[src/rtl/morse_key_classifier.sv]
// Morse key front end: synchronises and debounces the raw key, times presses and
// gaps, and hands out dot / dash / char break / word break symbols over valid/ready.
module morse_key_classifier #(
    parameter int unsigned CNT_W           = 32,
    parameter int unsigned DEBOUNCE_CYCLES = 500000,
    parameter int unsigned MIN_PRESS       = 15000000,
    parameter int unsigned DASH_THRESH     = 39000000,
    parameter int unsigned CHAR_GAP        = 15000000,
    parameter int unsigned WORD_GAP        = 91000000
) (
    input  logic       CLOCK_50,
    input  logic       reset_n,
    input  logic       key_n,
    output logic       key_down,
    output logic       sym_valid,
    output logic [1:0] sym_code,
    input  logic       sym_ready,
    output logic       overflow
);

    typedef enum logic [1:0] {
        ST_IDLE  = 2'b00,
        ST_PRESS = 2'b01,
        ST_GAP   = 2'b10
    } state_t;

    localparam logic [1:0] SYM_DOT  = 2'b00;
    localparam logic [1:0] SYM_DASH = 2'b01;
    localparam logic [1:0] SYM_CHAR = 2'b10;
    localparam logic [1:0] SYM_WORD = 2'b11;

    localparam logic [CNT_W-1:0] DB_LAST      = CNT_W'(DEBOUNCE_CYCLES - 1);
    localparam logic [CNT_W-1:0] CHAR_GAP_L   = CNT_W'(CHAR_GAP);
    localparam logic [CNT_W-1:0] WORD_GAP_L   = CNT_W'(WORD_GAP);
    localparam logic [CNT_W:0]   MIN_PRESS_L  = (CNT_W + 1)'(MIN_PRESS);
    localparam logic [CNT_W:0]   DASH_THRESH_L = (CNT_W + 1)'(DASH_THRESH);
    localparam logic [CNT_W-1:0] CNT_ZERO     = {CNT_W{1'b0}};
    localparam logic [CNT_W-1:0] CNT_ONES     = {CNT_W{1'b1}};
    localparam logic [CNT_W-1:0] CNT_ONE      = CNT_W'(1);

    logic             sync1_r;
    logic             sync2_r;
    logic             key_lvl_s;
    logic [CNT_W-1:0] db_cnt_r;
    logic             key_down_r;
    logic             key_prev_r;
    logic             edge_s;
    logic [CNT_W-1:0] dur_r;
    logic [CNT_W:0]   press_len_s;

    state_t           state_r;
    state_t           state_n;
    logic             from_gap_r;
    logic             from_gap_n;
    logic             char_done_r;
    logic             char_done_n;
    logic             ev_valid_s;
    logic [1:0]       ev_code_s;

    logic             sym_valid_r;
    logic [1:0]       sym_code_r;
    logic             overflow_r;

    // Two-flop synchroniser; idles at the released level.
    always_ff @(posedge CLOCK_50 or negedge reset_n) begin
        if (!reset_n) begin
            sync1_r <= 1'b1;
            sync2_r <= 1'b1;
        end else begin
            sync1_r <= key_n;
            sync2_r <= sync1_r;
        end
    end

    assign key_lvl_s = ~sync2_r;

    // Debounce: accept a new level only after DEBOUNCE_CYCLES consecutive disagreeing cycles.
    always_ff @(posedge CLOCK_50 or negedge reset_n) begin
        if (!reset_n) begin
            db_cnt_r   <= CNT_ZERO;
            key_down_r <= 1'b0;
        end else if (key_lvl_s != key_down_r) begin
            if (db_cnt_r == DB_LAST) begin
                key_down_r <= ~key_down_r;
                db_cnt_r   <= CNT_ZERO;
            end else begin
                db_cnt_r <= db_cnt_r + CNT_ONE;
            end
        end else begin
            db_cnt_r <= CNT_ZERO;
        end
    end

    // Previous debounced level, used to see key_down edges.
    always_ff @(posedge CLOCK_50 or negedge reset_n) begin
        if (!reset_n) begin
            key_prev_r <= 1'b0;
        end else begin
            key_prev_r <= key_down_r;
        end
    end

    assign edge_s = key_down_r ^ key_prev_r;

    // Shared press/gap duration counter, saturating at all-ones.
    always_ff @(posedge CLOCK_50 or negedge reset_n) begin
        if (!reset_n) begin
            dur_r <= CNT_ZERO;
        end else if (edge_s) begin
            dur_r <= CNT_ZERO;
        end else if (dur_r != CNT_ONES) begin
            dur_r <= dur_r + CNT_ONE;
        end
    end

    // The counter is cleared one cycle into the press, so add that cycle back.
    assign press_len_s = {1'b0, dur_r} + {{CNT_W{1'b0}}, 1'b1};

    // FSM state register.
    always_ff @(posedge CLOCK_50 or negedge reset_n) begin
        if (!reset_n) begin
            state_r     <= ST_IDLE;
            from_gap_r  <= 1'b0;
            char_done_r <= 1'b0;
        end else begin
            state_r     <= state_n;
            from_gap_r  <= from_gap_n;
            char_done_r <= char_done_n;
        end
    end

    // FSM next state and symbol event generation.
    always_comb begin
        state_n     = state_r;
        from_gap_n  = from_gap_r;
        char_done_n = char_done_r;
        ev_valid_s  = 1'b0;
        ev_code_s   = SYM_DOT;
        case (state_r)
            ST_IDLE: begin
                if (key_down_r) begin
                    state_n    = ST_PRESS;
                    from_gap_n = 1'b0;
                end else begin
                    state_n = ST_IDLE;
                end
            end
            ST_PRESS: begin
                if (!key_down_r) begin
                    if (press_len_s < MIN_PRESS_L) begin
                        state_n = from_gap_r ? ST_GAP : ST_IDLE;
                    end else begin
                        ev_valid_s  = 1'b1;
                        ev_code_s   = (press_len_s >= DASH_THRESH_L) ? SYM_DASH : SYM_DOT;
                        state_n     = ST_GAP;
                        char_done_n = 1'b0;
                    end
                end else begin
                    state_n = ST_PRESS;
                end
            end
            ST_GAP: begin
                if (key_down_r) begin
                    state_n    = ST_PRESS;
                    from_gap_n = 1'b1;
                end else if (char_done_r && (dur_r >= WORD_GAP_L)) begin
                    ev_valid_s = 1'b1;
                    ev_code_s  = SYM_WORD;
                    state_n    = ST_IDLE;
                end else if (!char_done_r && (dur_r >= CHAR_GAP_L)) begin
                    ev_valid_s  = 1'b1;
                    ev_code_s   = SYM_CHAR;
                    char_done_n = 1'b1;
                end else begin
                    state_n = ST_GAP;
                end
            end
            default: begin
                state_n     = ST_IDLE;
                from_gap_n  = 1'b0;
                char_done_n = 1'b0;
            end
        endcase
    end

    // One-entry output register with back-to-back loading and sticky drop flag.
    always_ff @(posedge CLOCK_50 or negedge reset_n) begin
        if (!reset_n) begin
            sym_valid_r <= 1'b0;
            sym_code_r  <= SYM_DOT;
            overflow_r  <= 1'b0;
        end else if (ev_valid_s) begin
            if (!sym_valid_r || sym_ready) begin
                sym_valid_r <= 1'b1;
                sym_code_r  <= ev_code_s;
            end else begin
                overflow_r <= 1'b1;
            end
        end else if (sym_valid_r && sym_ready) begin
            sym_valid_r <= 1'b0;
        end
    end

    assign key_down  = key_down_r;
    assign sym_valid = sym_valid_r;
    assign sym_code  = sym_code_r;
    assign overflow  = overflow_r;

endmodule

[config.mk]
export PLATFORM = sky130hd
export DESIGN_NAME = morse_key_classifier
export DESIGN_NICKNAME = d
export VERILOG_FILES = /design/src/rtl/morse_key_classifier.sv
export SDC_FILE = /design/constraint.sdc
export NUM_CORES = 1
export LEC_CHECK = 0
export ABC_AREA = 1
export BUFFER_PORTS_ARGS = -buffer_cell sky130_fd_sc_hd__buf_2
export CORE_MARGIN = 8
export CORE_UTILIZATION = 32
export DETAILED_ROUTE_END_ITERATION = 8
export PLACE_DENSITY = 0.52
export SETUP_SLACK_MARGIN = 0.3
export SKIP_LAST_GASP = 1
export SYNTH_ARGS = -nofsm -noshare
export SYNTH_HDL_FRONTEND = slang
export SYNTH_SLANG_ARGS = --single-unit
[constraint.sdc]
create_clock -name CLOCK_50 -period 1.9 [get_ports CLOCK_50]
set_input_delay 0.57 -clock CLOCK_50 [delete_from_list [all_inputs] [get_ports CLOCK_50]]
set_output_delay 0.57 -clock CLOCK_50 [all_outputs]
set_load 0.01 [all_outputs]
==> results.json, run 1 <==
{
  "cp.arrival_ns": 2.46,
  "dr.first_iter.drc_count": 207,
  "grt_pass1_wl_mm": 26.28,
  "grt_max_degree": 27,
  "p_total_mw": 3.649,
  "die_y_um": 141.8,
  "start_util_pct": 32.33,
  "hp-class": "in2async",
  "fillers": 1531,
  "setup_ws_ns": -0.3218,
  "path_class": "reg2reg",
  "cp_slowest_cell": "dfrtp_1",
  "via_per_inst": 4.813,
  "power_density_mw_per_mm2": 461.8,
  "synth_top_area_cell": "dfrtp_1",
  "fin_crit_ns": 2.222,
  "syn_avg_cell_area_um2": 7.098,
  "hold_buffers": 0,
  "ant_nets": 0,
  "core-area_mm2": 0.01566,
  "slew_headroom_pct": 67.21,
  "violations": "setup timing",
  "holdWs_ns": 0.1499,
  "path_clk_slew_ns": 0.06,
  "wl_per_cell_um": 14.83,
  "finalHoldViolations": 0,
  "drt_pass1_iterations": 4,
  "cts_buffers": 9,
  "path_common_cell": "nand2_2",
  "r2r_slack_ns": -0.32,
  "ys_ff_latch": 76,
  "crit_fanout": 5,
  "synth.area.top_cells": "dfrtp_1 37%, nand2_1 13%, nor2_1 7.2%",
  "first_global_vias": 5316,
  "n_antenna_cell": 0,
  "io_buffers": 8,
  "ys_top_cells_by_count": "171 x nand2_1, 97 x nor2_1, 86 x inv_1, 74 x dfrtp_1, 52 x nand3_1",
  "worst-endpoint-required_ns": 2.14,
  "yosysMostFrequentCell": "nand2_1",
  "synth_top_area_share_pct": 36.59,
  "setup_tns_ns": -4.555,
  "htree_levels": 3,
  "insertion_delay_ns": 0.35,
  "rsz0062_at_grt": "true",
  "slew_viol_final": 0,
  "regArea_mm2": 0.001907,
  "drive_gt1_share_pct": 41.85,
  "syn_nets": 724,
  "setup_viol_count_final": 32,
  "synthToLayoutAreaGrowth_pct": 56.14,
  "yosysSeqAreaShare_pct": 37.63,
  "status": "finished with violations",
  "peakVddDrop_uv": 479.0,
  "final.setup_skew_ns": 0.008896,
  "synth_cell_types": 45,
  "antenna_found_initial": 0,
  "synth_ff_type": "dfrtp_1",
  "cts_root_buf": "clkbuf_16",
  "rr_endpoint": "sym_code[1]",
  "final_cell_area_mm2": 0.007903,
  "gr-total-overflow": 0,
  "path_cells": "ha_2, nand2_2, nor2_4, nand2_4, nor2_8, nand2_4, nor2_4, inv_4, nand3_2, nor2_2, nand2_1, inv_2, nand3_2, nand2_2, nand2_2, nand2_2, nand2_1, nand2_1",
  "place_hpwl_mm": 11.85,
  "worst_setup_path_start_kind": "register",
  "multi_input_area_mm2": 0.003378,
  "dieArea_mm2": 0.02010,
  "fp.dieW_um": 141.8,
  "gp_congestion": 0.8957,
  "synth_edf_count": 0,
  "grtUsageTotal_pct": 16.45,
  "cts_max_path_buffers": 2,
  "fp-row-count": 46,
  "placedInstanceArea_mm2": 0.006511,
  "ys_warn_count": 0,
  "synthArstFlopShare_pct": 100.0,
  "rr_worst_depth": 18,
  "post-route-period-util_pct": 116.9,
  "cts_tree": "done",
  "drv_cap": 0,
  "fin_nets": 926,
  "syn_inst": 713,
  "r2r-start": "dur_r[0]",
  "vias": 5468,
  "synth_area_mm2": 0.005061,
  "cts.sinks": 76,
  "tightest_slew_ns": 0.4874,
  "leakage_nw": 3.640,
  "max_stage_delay_ns": 0.36,
  "fmax_mhz": 450.1,
  "end_kind": "register",
  "finalWirelength_mm": 16.85,
  "drc": 0,
  "num_io_pins": 9
}
[kinds of logic after synthesis]
family                   after synthesis  synth area share [%]
buffers and inverters                104                 7.713
adder cells (fa/ha/maj)                7                 1.730
flip-flops                            76                 37.63
AND/OR/NAND/NOR                      430                 41.06
XOR/XNOR                              13                 2.250
AO/OA/AOI/OAI                         82                 9.419
multiplexers                           1                0.1978
[placed cells by master (no fill, tap or decap), types with 11 or more instances in the layout]
| master | synthesis | routed |
|---|---|---|
| inv_2 | 9 | 14 |
| nor3_1 | 20 | 12 |
| nor2_1 | 97 | 77 |
| nor2_2 | 13 | 18 |
| buf_4 | 0 | 153 |
| inv_1 | 86 | 79 |
| a21oi_2 | 0 | 17 |
| nand4_1 | 22 | 22 |
| nor2_4 | 7 | 22 |
| nand2_1 | 171 | 155 |
| nand2_2 | 14 | 29 |
| nand3_1 | 52 | 44 |
| clkbuf_16 | 0 | 11 |
| dfrtp_1 | 74 | 72 |
| nand3_2 | 7 | 11 |
| a21oi_1 | 39 | 22 |
| buf_6 | 0 | 30 |
[what timing repair did]
item,in CTS,in global routing
cloned,1,3
endpoints found under the setup margin,67,69
pin swaps,21,27
buffers inserted,22,20
gates resized for setup,80,83
[power by group]
| part | total, mW | internal, mW | switching (mW) |
|---|---|---|---|
| combinational | 0.128 | 0.0499 | 0.0776 |
| sequential | 1.64 | 1.63 | 0.00611 |
| clock | 1.89 | 1.19 | 0.701 |
[critical path: cells and delay by family (launching register included)]
kind	cells	cell delay, ns
AND/OR/NAND/NOR	15	1.41
flip-flops	1	0.36
adder cells (fa/ha/maj)	1	0.20
buffers and inverters	2	0.15
[flip-flops by register name (all words and copies together), names as in the netlist, 2 cells and up]
signal and flops:
db_cnt_r 32, dur_r 32, state_r 2, sym_code 2
[worst max path at each step]
stage	from	to	slack, ns	cells after the start
finish	dur_r[0]	sym_code[1]	-0.32	18
global route	dur_r[9]	sym_code[1]	-0.57	18
CTS	dur_r[0]	sym_code[1]	-0.29	18
detailed placement	dur_r[0]	char_done_r	-0.37	16
global placement	dur_r[11]	char_done_r	-0.37	16
floorplan	dur_r[1]	sym_code[0]	-0.10	18
[layer usage]
metal,track usage [%],wire length [µm],part of all wire (%),up-vias
li1,-,-,-,2724
met1,20.40,7559,45,2649
met2,28.25,8482,50,73
met3,2.755,479,2.8,22
met4,5.709,325,1.9,0
met5,0,0,0,-
[area by class of cell]
type	instances	share of cell area (%)
flip-flops and latches	76	24.13
repair inverters	1	0.09500
repair buffers	196	20.84
inverters	98	4.734
multi-input cells	533	42.75
clock buffers	12	3.119
well taps	216	3.420
clock inverters	4	0.9183
[stage by stage]
step / worst slack [ns] / std cells / util, %
after floorplan: -0.1038 / 713 / -
after global placement: -0.3712 / 1074 / 41.59
after detailed placement: -0.3657 / 1074 / 41.59
after CTS: -0.2866 / 1113 / 47.13
after global routing: -0.5651 / 1136 / 50.48
final: -0.3218 / 1136 / 50.48
No activity file was read; power rests on OpenSTA's default activity.
==> run 2: changes to the inputs <==
--- a/config.mk
+++ b/config.mk
@@ -8,9 +8,9 @@
 export ABC_AREA = 1
 export BUFFER_PORTS_ARGS = -buffer_cell sky130_fd_sc_hd__buf_2
 export CORE_MARGIN = 8
-export CORE_UTILIZATION = 32
+export CORE_UTILIZATION = 57
 export DETAILED_ROUTE_END_ITERATION = 8
-export PLACE_DENSITY = 0.52
+export PLACE_DENSITY = 0.75
 export SETUP_SLACK_MARGIN = 0.3
 export SKIP_LAST_GASP = 1
 export SYNTH_ARGS = -nofsm -noshare
==> run 2 against run 1 <==
Global-route usage up 13 points. Worst setup slack worse by 0.33 ns. The flow still finishes with violations (setup timing). First-iteration DRC count rose to 3.8 times the previous value. Highest routed layer unchanged. Worst hold slack worse by 0.074 ns. Combinational power about the same. Final area down 3.3%. Routed wire length up 31%. Register-to-register slack worse by 0.33 ns. Utilization up 38 points. Critical path depth down 3. Cell count down 9.1%. Largest cell class unchanged.
==> results.json, run 2 (synthesis results as in run 1) <==
{
  "status": "finished with violations",
  "violations": "setup timing",
  "swShare_pct": 27.93,
  "n_antenna_cell": 0,
  "fin_nets": 931,
  "antenna_found_initial": 0,
  "slew_viol_final": 0,
  "switchingPower_mw": 0.8547,
  "post-route-period-util_pct": 134.1,
  "leakage_nw": 3.661,
  "seqPwrFrac_pct": 53.4,
  "insertion_delay_ns": 0.39,
  "crit_fanout": 5,
  "slew_headroom_pct": 60.34,
  "vias": 6538,
  "rsz0062_at_grt": "true",
  "peakVddDrop_uv": 378.5,
  "htree_levels": 3,
  "cts_max_path_buffers": 2,
  "die_y_um": 110.2,
  "p_total_mw": 3.060,
  "fin_crit_ns": 2.549,
  "cts_root_buf": "clkbuf_8",
  "drive_gt1_share_pct": 43.46,
  "wl_per_cell_um": 21.30,
  "dr.first_iter.drc_count": 790,
  "path_class": "reg2reg",
  "gr-total-overflow": 0,
  "io_buffers": 8,
  "reg.largest.list": "db_cnt_r (32), dur_r (32)",
  "cts_tree": "done",
  "fmax_mhz": 392.3,
  "start_util_pct": 58.32,
  "fillers": 427,
  "tightest_slew_ns": 0.5894,
  "end_kind": "register",
  "final_common_cell": "buf_4",
  "rr_endpoint": "sym_code[0]",
  "final_cells": 1033,
  "drt_pass1_iterations": 8,
  "setup_viol_count_final": 63,
  "core-area_mm2": 0.008678,
  "grt_max_degree": 30,
  "hold_buffers": 0,
  "r2r-start": "dur_r[27]",
  "final.setup_skew_ns": 0.02332,
  "synthToLayoutAreaGrowth_pct": 50.93,
  "setup_ws_ns": -0.6488,
  "fp-row-count": 34,
  "comb_power_share_pct": 4.2,
  "ant_nets": 0,
  "r2r_slack_ns": -0.65,
  "worst-endpoint-required_ns": 2.17,
  "rr_worst_depth": 15,
  "power_density_mw_per_mm2": 400.6,
  "path_clk_slew_ns": 0.10,
  "drc": 0,
  "via_per_inst": 6.329,
  "mostFrequentLayoutCells": "172 x buf_4, 149 x nand2_1, 79 x inv_1",
  "cts_buffers": 9,
  "dieArea_mm2": 0.01215,
  "cp.arrival_ns": 2.82,
  "holdWs_ns": 0.07570,
  "finalHoldViolations": 0,
  "fp.dieW_um": 110.2,
  "gp_congestion": 0.9793,
  "cell_internal_pwr_mw": 2.206,
  "place_inst": 954,
  "first_global_vias": 5996,
  "cts.sinks": 76,
  "place_hpwl_mm": 11.14,
  "worst_setup_path_start_kind": "register",
  "hp-class": "in2async",
  "drv_cap": 0,
  "grtUsageTotal_pct": 29.25,
  "clkPwrFrac_pct": 42.4,
  "grt_pass1_wl_mm": 27.88,
  "num_io_pins": 9,
  "finalWirelength_mm": 22.00
}
## run 2: cell types whose count changed in the layout (fill, tap and decap cells not counted), sizes merged
cell      previous run  this run
buf                194       201
inv                 95        97
clkinvlp             2         1
nor2               120       121
clkbuf              14        10
clkinv               4         6
bufinv               2         0
## run 2: worst max-delay path, cell delays in order (launching register included)
cell and delay [ns]:
dfrtp_1 0.48, nand2_1 0.13, nor2_2 0.31, nand2_1 0.13, nor2_1 0.20, nand3_1 0.10
nand2_1 0.11, nand3_1 0.14, nor2_1 0.33, nand2_1 0.12, nor2_1 0.10, nand2_1 0.06
nand2_1 0.07, a21oi_2 0.05, nand2_1 0.06, nand2_1 0.05
## run 2: through the flow
step	setup TNS (ns)	setup slack (ns)	utilization, %	cell area, µm²
2_1_floorplan	-0.5717	-0.1038	-	5144
3_3_place_gp	-1.986	-0.3001	72.29	6274
3_5_place_dp	-3.341	-0.3942	72.29	6274
4_1_cts	-1.952	-0.3118	80.87	7018
5_1_grt	-17.95	-0.7979	88.02	7639
6_report	-14.13	-0.6488	88.02	7639
## run 2: cell type report
cell class              instances  area (µm²)  area share, %
multi-input cells             534        3436          44.98
flip-flops and latches         76        1913          25.04
repair buffers                201        1589          20.80
inverters                      98       374.1          4.898
clock buffers                  10       137.6          1.802
well taps                     108       135.1          1.769
clock inverters                 6       53.80         0.7043
## run 2: worst max-delay path by stage
stage,start,endpoint,depth (start not counted)
2_1_floorplan,dur_r[1],sym_code[0],18
3_3_place_gp,dur_r[1],state_r[1],16
3_5_place_dp,dur_r[1],sym_code[1],17
4_1_cts,dur_r[0],sym_code[1],18
5_1_grt,dur_r[27],sym_code[0],15
6_report,dur_r[27],sym_code[0],15
## run 2: power by group through the flow
stage | sequential (mW) | clock (mW) | combinational (mW)
finish | 1.64 | 1.30 | 0.127
global route | 1.64 | 1.34 | 0.138
CTS | 1.63 | 1.24 | 0.110
detailed placement | 1.66 | 0 | 0.0983
global placement | 1.66 | 0 | 0.0942
floorplan | 1.67 | 0 | 0.0255
## run 2: timing repair
action                                  CTS  global route
gates cloned                              0             1
buffers inserted                         31            31
resized for setup                        77            98
endpoints found under the setup margin   67            69
pin swaps                                24            42
## run 2: per-layer routing
metal,global-route usage [%],vias up,wire [µm]
li1,-,2739,-
met1,31.76,3055,7456
met2,52.57,526,10510
met3,5.233,218,2197
met4,16.65,0,1843
met5,0,-,0
==> run 3: changes to the inputs <==
--- a/config.mk
+++ b/config.mk
@@ -11,7 +11,7 @@
 export CORE_UTILIZATION = 57
 export DETAILED_ROUTE_END_ITERATION = 8
 export PLACE_DENSITY = 0.75
-export SETUP_SLACK_MARGIN = 0.3
+export SETUP_SLACK_MARGIN = 0.4
 export SKIP_LAST_GASP = 1
 export SYNTH_ARGS = -nofsm -noshare
 export SYNTH_HDL_FRONTEND = slang
==> run 3 against run 2 <==
The flow still finishes with violations (setup timing). First-iteration DRC count increased by 9.7%. Worst setup slack improved by 0.027 ns. Final area increased by 3.3%. Utilization increased by 2.9 points. Global-route usage increased by 1.9 points.
==> results.json, run 3 (synthesis results as in run 1) <==
{
  "status": "finished with violations",
  "violations": "setup timing",
  "cts_buffers": 9,
  "tightest_slew_ns": 0.5768,
  "fin_nets": 937,
  "power_density_mw_per_mm2": 422.2,
  "setup_viol_count_final": 56,
  "gp_congestion": 0.9692,
  "worst-endpoint-required_ns": 2.15,
  "slew_headroom_pct": 61.27,
  "final_common_cell": "buf_4",
  "max_stage_delay_ns": 0.46,
  "start_util_pct": 58.32,
  "fmax_mhz": 396.6,
  "grt_max_degree": 77,
  "path_depth": 15,
  "path_clk_slew_ns": 0.10,
  "setup_ws_ns": -0.6214,
  "drc": 0,
  "rr_worst_depth": 15,
  "vias": 6768,
  "wl_per_cell_um": 23.42,
  "finalHoldViolations": 0,
  "drv_cap": 0,
  "gr-total-overflow": 0,
  "drive_gt1_share_pct": 45.97,
  "cts_root_buf": "clkbuf_8",
  "synthToLayoutAreaGrowth_pct": 55.85,
  "dr.first_iter.drc_count": 867,
  "n_antenna_cell": 0,
  "via_per_inst": 6.514,
  "core-area_mm2": 0.008678,
  "final_cells": 1039,
  "cts_tree": "done",
  "drt_pass1_iterations": 8,
  "io_buffers": 8,
  "num_io_pins": 9,
  "final_util_pct": 90.89,
  "end_kind": "register",
  "place_inst": 947,
  "peakVddDrop_uv": 410.1,
  "cp_slowest_cell": "dfrtp_1",
  "leakage_nw": 3.721,
  "htree_levels": 3,
  "dieArea_mm2": 0.01215,
  "hold_buffers": 0,
  "crit_fanout": 4,
  "insertion_delay_ns": 0.37,
  "fin_crit_ns": 2.521,
  "place_hpwl_mm": 11.04,
  "finalWirelength_mm": 24.33,
  "cp.arrival_ns": 2.77,
  "setup_tns_ns": -10.73,
  "rsz0062_at_grt": "true",
  "hp-class": "in2async",
  "mostFrequentLayoutCells": "159 x buf_4, 147 x nand2_1, 74 x inv_1",
  "holdWs_ns": 0.1969,
  "die_y_um": 110.2,
  "first_global_vias": 6006,
  "post-place-ws_ns": -0.4438,
  "grtUsageTotal_pct": 31.11,
  "cts.sinks": 76,
  "critPathBufInv": 5,
  "cts_max_path_buffers": 2,
  "final.setup_skew_ns": 0.01241,
  "path_cells": "buf_6, nand2_4, nor2_4, nand3_4, nor2_4, inv_2, nor2_4, nand3b_1, nor2_1, inv_1, buf_6, buf_6, nor2_4, xnor2_2, nor2_1",
  "antenna_found_initial": 0,
  "path_class": "reg2reg",
  "fp-row-count": 34,
  "p_total_mw": 3.330,
  "final_cell_area_mm2": 0.007888,
  "path_delay_family": "simple AND/OR/NAND/NOR gates",
  "ant_nets": 0,
  "post-route-period-util_pct": 132.7,
  "reg.largest.list": "db_cnt_r (32), dur_r (32)",
  "placedInstanceArea_mm2": 0.006228,
  "grt_pass1_wl_mm": 29.21,
  "worst_setup_path_start_kind": "register",
  "path_common_cell": "nor2_4",
  "slew_viol_final": 0,
  "fp.dieW_um": 110.2
}
## run 3: layer usage
layer / vias to the layer above / GRT usage [%] / wire length [µm]
met5: - / 0 / 0
met4: 0 / 20.27 / 2376
met3: 258 / 5.523 / 2850
met2: 677 / 54.45 / 11180
met1: 3090 / 34.09 / 7925
li1: 2743 / - / -
## run 3: worst paths after layout
| check | start | end | slack (ns) |
|---|---|---|---|
| max reg2reg | db_cnt_r[0] | db_cnt_r[17] | -0.62 |
| min reg2reg | sync1_r | sync2_r | 0.38 |
| min in group CLOCK_50 | key_n | sync1_r | 0.30 |
| min | reset_n | dur_r[8] | 0.20 |
| max | db_cnt_r[0] | db_cnt_r[17] | -0.62 |
| max in group asynchronous | reset_n | sync2_r | 1.31 |
## run 3: what timing repair did
item,in CTS,in global routing
setup endpoints to repair,68,70
pin swaps,27,41
buffers inserted,33,39
resized for setup,94,120
gates cloned,3,1
## run 3: layout make-up
cell class,count,area [µm²]
well taps,108,135.1
clock buffers,10,137.6
multi-input cells,533,3476
repair buffers,205,1730
clock inverters,6,95.09
flip-flops and latches,76,1913
inverters,98,374.1
repair inverters,3,26.28
fillers,342,790.8
## run 3: power by group
part	total, mW	switching (mW)	internal [mW]
Combinational	0.155	0.0971	0.0582
Clock	1.54	0.749	0.789
Sequential	1.64	0.00995	1.63
Total	3.33	0.856	2.47
